<file path="config.mk">
export PLATFORM = sky130hd
export DESIGN_NAME = seq_pattern_tx
export DESIGN_NICKNAME = d
export VERILOG_FILES = /design/src/rtl/seq_pattern_tx.sv
export SDC_FILE = /design/constraint.sdc
export NUM_CORES = 1
export LEC_CHECK = 0
export BUFFER_PORTS_ARGS = -buffer_cell sky130_fd_sc_hd__buf_2
export CORE_MARGIN = 5
export CORE_UTILIZATION = 55
export CTS_CLUSTER_SIZE = 12
export DETAILED_ROUTE_END_ITERATION = 6
export PLACE_DENSITY = 0.77
export SETUP_SLACK_MARGIN = 0.3
export SYNTH_ARGS = -nofsm -noshare
export SYNTH_HDL_FRONTEND = slang
export SYNTH_SLANG_ARGS = --single-unit
</file>
<file path="constraint.sdc">
create_clock -name clock -period 4.4 [get_ports clock]
set_clock_uncertainty 0.1 [all_clocks]
set_input_delay 0.88 -clock clock [delete_from_list [all_inputs] [get_ports clock]]
set_output_delay 0.88 -clock clock [all_outputs]
set_load 0.03 [all_outputs]
</file>
<file path="src/rtl/seq_pattern_tx.sv">
// rtl/seq_pattern_tx.sv - serial pattern transmitter, MSB-first frames with repeat and idle gap
module seq_pattern_tx #(
  parameter int WIDTH      = 4,
  parameter int CNT_W      = 4,
  parameter int GAP_CYCLES = 1
) (
  input  logic             clock,
  input  logic             reset,
  input  logic             start,
  input  logic [WIDTH-1:0] pattern,
  input  logic [CNT_W-1:0] reps,
  output logic             ready,
  output logic             out,
  output logic             out_valid,
  output logic             done
);

  localparam int BIT_W = $clog2(WIDTH);
  localparam int GAP_W = (GAP_CYCLES > 1) ? $clog2(GAP_CYCLES) : 1;

  typedef enum logic [1:0] {
    IDLE  = 2'd0,
    SHIFT = 2'd1,
    GAP   = 2'd2,
    DONE  = 2'd3
  } state_t;

  state_t             state, state_n;
  logic [WIDTH-1:0]   shift_reg, shift_n;
  logic [WIDTH-1:0]   hold_reg, hold_n;
  logic [BIT_W-1:0]   bit_cnt, bit_n;
  logic [CNT_W-1:0]   rep_cnt, rep_n;
  logic [GAP_W-1:0]   gap_cnt, gap_n;
  logic               ready_n, out_n, out_valid_n, done_n;

  // State, datapath and output registers; outputs are computed from the next
  // state so that they are true flops yet line up with the state they describe.
  always_ff @(posedge clock) begin
    if (reset) begin
      state     <= IDLE;
      shift_reg <= '0;
      hold_reg  <= '0;
      bit_cnt   <= '0;
      rep_cnt   <= '0;
      gap_cnt   <= '0;
      ready     <= 1'b1;
      out       <= 1'b0;
      out_valid <= 1'b0;
      done      <= 1'b0;
    end else begin
      state     <= state_n;
      shift_reg <= shift_n;
      hold_reg  <= hold_n;
      bit_cnt   <= bit_n;
      rep_cnt   <= rep_n;
      gap_cnt   <= gap_n;
      ready     <= ready_n;
      out       <= out_n;
      out_valid <= out_valid_n;
      done      <= done_n;
    end
  end

  // Next-state and datapath update: frame sequencing, repeat and gap control.
  always_comb begin
    state_n = state;
    shift_n = shift_reg;
    hold_n  = hold_reg;
    bit_n   = bit_cnt;
    rep_n   = rep_cnt;
    gap_n   = gap_cnt;

    case (state)
      IDLE: begin
        if (start) begin
          hold_n  = pattern;
          shift_n = pattern;
          rep_n   = (reps == '0) ? CNT_W'(1) : reps;
          bit_n   = BIT_W'(WIDTH - 1);
          state_n = SHIFT;
        end
      end

      SHIFT: begin
        shift_n = {shift_reg[WIDTH-2:0], 1'b0};
        bit_n   = bit_cnt - BIT_W'(1);
        if (bit_cnt == '0) begin
          rep_n = rep_cnt - CNT_W'(1);
          if (rep_cnt > CNT_W'(1)) begin
            if (GAP_CYCLES > 0) begin
              gap_n   = GAP_W'(GAP_CYCLES - 1);
              state_n = GAP;
            end else begin
              // Back-to-back frames: reload immediately so there is no bubble.
              shift_n = hold_reg;
              bit_n   = BIT_W'(WIDTH - 1);
            end
          end else begin
            state_n = DONE;
          end
        end
      end

      GAP: begin
        gap_n = gap_cnt - GAP_W'(1);
        if (gap_cnt == '0) begin
          shift_n = hold_reg;
          bit_n   = BIT_W'(WIDTH - 1);
          state_n = SHIFT;
        end
      end

      DONE: begin
        state_n = IDLE;
      end

      default: begin
        state_n = IDLE;
      end
    endcase
  end

  // Moore output decode of the upcoming state, registered above.
  always_comb begin
    ready_n     = (state_n == IDLE);
    out_valid_n = (state_n == SHIFT);
    out_n       = (state_n == SHIFT) ? shift_n[WIDTH-1] : 1'b0;
    done_n      = (state_n == DONE);
  end

endmodule
</file>
==> flow_summary.yaml <==
placed_design:
  dpl-instance-area_sq_um: 1150
  port_buffers: 14
  place.gp.congestion: 0.871
  dpl.hpwl_mm: 1.49
  placed_cells: 158
clocking:
  cts_resized: 0
  htreeDepth: 1
  clockRootBuffer: "clkbuf_4"
  ctsHoldBuffers: 0
  clk_latency_ns: 0.30
  cts_sinks: 21
  cts_setup_buffers: 0
  cts_tree: "done"
  cts_buffers: 3
  clk_pin_slew_worst_paths_ns: 0.12
  clock_path_buffers: 2
finish:
  diodes: 0
  design_area_sq_um: 1170
  area_delta_synth_final_pct: 8.70
  drive_gt1_frac: 0.230
  final_nets: 150
  finalNonFillerCells: 162
timing:
  slew_viol_final: 0
  max_freq_mhz: 519
  finalSetupTns_ns: 0
  rsz0062_at_grt: "false"
  holdWs_ns: 0.389
  hold_violations: 0
  finalSetupViolations: 0
  tightest_slew_ns: 0.751
  post-route-min-period_ns: 1.93
  max-slew-margin-rel: 0.499
  period_share: 0.438
drt:
  drc: 0
  drt_iter0_markers: 26
  via_per_inst: 5.60
  routed_wl_mm: 2.07
  ant_nets: 0
  vias: 908
  dr.pass1.iters: 4
  wire_per_inst_um: 12.7
floorplan:
  rows: 16
  die_w_um: 54.3
  die_h_um: 54.3
  start_util: 0.561
  dieArea_sq_um: 2950
  num_io_pins: 15
  coreArea_sq_um: 1920
grt:
  antenna_found_initial: 0
  track_usage: 0.168
  grt_pass1_vias: 824
  grt_max_degree: 22
  overflow: 0
  grt_pass1_wl_mm: 3.55
critical_path:
  cp.arrival_ns: 2.06
  cp_max_fo: 21
  worstSetupPathType: "reg2reg"
  critPathRequiredTime_ns: 4.53
  start_kind: "flop"
  critPathCaptureType: "flop"
power:
  power_density_nw_per_um2: 389
  swShare: 0.336
  switchingPower_uw: 153
  ir_drop_uv: 259
  internal-power_uw: 303
  p_leak_nw: 0.455
  power.share.sequential: 0.516
  share_comb_of_total_power: 0.278
  p_clk_frac: 0.206
yosys:
  synthCells: 124
  synth_nets: 138
  synthesis.area_sq_um: 1080
  syn_avg_cell_area_sq_um: 8.70
  ys_seq_area_frac: 0.390
  yosys.cell_types.count: 40
  ys.warnings.count: 0
  ys_ff_latch: 21
min_path:
  hold_path.class: "reg2reg"
run_status:
  status: "complete, no violations"
job:
  drv_cap: 0
-- worst paths after layout --
check,slack [ns],end,from,depth (start not counted)
setup / recovery,2.47,shift_reg[1],state[1],4
hold / removal,0.39,hold_reg[3],hold_reg[3],2
setup reg to reg,2.47,shift_reg[1],state[1],4
hold reg to reg,0.39,hold_reg[3],hold_reg[3],2
-- worst max-delay path, cell delays in order (launching register included) --
cell	delay (ns)
dfxtp_1	0.83
nor2b_1	0.36
and2_1	0.21
a222oi_1	0.11
a211oi_2	0.24
-- logic make-up after synthesis --
group                      after synthesis  share of synthesized area
buffers and inverters                   13                     0.0545
xor gates and xnor gates                 1                    0.00812
DFF                                     21                      0.390
adders and majority gates                3                     0.0348
muxes                                    1                    0.00928
and+or+nand+nor                         45                      0.232
AOI/OAI and AO/OA                       40                      0.271
-- final cells by class --
cell class                      count  area, sq um
Clock buffer                        4         26.3
Fill cell                         183          749
Multi-Input combinational cell     90          599
Inverter                            6         22.5
Timing Repair Buffer               14         70.1
Tap cell                           27         33.8
Sequential cell                    21          420
-- stage by stage --
stage                     total power [mW]  setup WS (ns)   util
after floorplan                      0.340           2.57      -
after global placement               0.361           2.32  0.596
after detailed placement             0.366           2.26  0.596
after CTS                            0.458           2.48  0.610
after global routing                 0.487           2.32  0.610
final                                0.456           2.47  0.610
-- power groups by stage --
| stage | Combinational (mW) | Sequential [mW] | Clock [mW] |
|---|---|---|---|
| CTS | 0.127 | 0.235 | 0.0958 |
| finish | 0.127 | 0.235 | 0.0939 |
| detailed placement | 0.127 | 0.239 | 0 |
| floorplan | 0.104 | 0.235 | 0 |
| global placement | 0.123 | 0.238 | 0 |
| global route | 0.143 | 0.239 | 0.105 |
-- placed cells by master (no fill, tap or decap), drive strengths merged --
master | synthesis | layout
and2 | 4 | 4
o21a | 1 | 1
o22ai | 2 | 2
or3b | 1 | 1
o211ai | 2 | 2
xnor2 | 1 | 1
a31oi | 1 | 1
or2 | 1 | 1
a311oi | 1 | 1
clkbuf | 4 | 4
o211a | 1 | 1
nor2b | 3 | 3
nand3b | 2 | 2
nand2 | 7 | 7
ha | 3 | 3
a222oi | 1 | 1
a21bo | 1 | 1
a22oi | 1 | 1
a211oi | 5 | 5
mux2i | 1 | 1
buf | 3 | 14
nor2 | 15 | 15
or3 | 1 | 1
and3b | 1 | 1
a21oi | 15 | 15
nor3b | 1 | 1
o21ai | 7 | 7
nor4b | 1 | 1
o31ai | 2 | 2
inv | 6 | 6
dfxtp | 21 | 21
nor3 | 4 | 4
nand2b | 4 | 4
-- layer usage --
metal | vias up | global-route usage | share of wire | routed length [um]
li1 | 460 | - | - | -
met1 | 423 | 0.219 | 0.45 | 925
met2 | 20 | 0.267 | 0.48 | 994
met3 | 5 | 0.0327 | 0.053 | 110
met4 | 0 | 0.0747 | 0.017 | 35
met5 | - | 0 | 0 | 0
-- cells in the mapped netlist --
library cell / instances / area [sq um]
dfxtp_1: 21 / 420
nor3_1: 3 / 15.0
clkbuf_1: 4 / 15.0
ha_1: 3 / 37.5
or3b_4: 1 / 11.3
buf_6: 1 / 11.3
o21ai_4: 1 / 16.3
o21a_1: 1 / 7.51
o22ai_1: 2 / 12.5
nor3b_1: 1 / 7.51
o21ai_0: 4 / 20.0
nor2b_1: 3 / 18.8
xnor2_1: 1 / 8.76
or2_2: 1 / 6.26
nor2_1: 11 / 41.3
or3_1: 1 / 6.26
buf_2: 2 / 10.0
o211ai_1: 2 / 15.0
and2_1: 4 / 25.0
a211oi_1: 1 / 7.51
a222oi_1: 1 / 10.0
a311oi_1: 1 / 8.76
o211a_1: 1 / 10.0
nor3_2: 1 / 10.0
a31oi_1: 1 / 6.26
nor4b_1: 1 / 8.76
a22oi_1: 1 / 7.51
a21oi_1: 14 / 70.1
o31ai_1: 2 / 15.0
inv_1: 6 / 22.5
nand2_1: 7 / 26.3
a21oi_4: 1 / 16.3
a211oi_2: 4 / 50.1
and3b_1: 1 / 8.76
nor2_2: 4 / 25.0
nand3b_1: 2 / 15.0
nand2b_1: 4 / 25.0
o21ai_1: 2 / 10.0
mux2i_1: 1 / 10.0
a21bo_2: 1 / 10.0
Note: power is estimated with default switching activity, not from simulation.
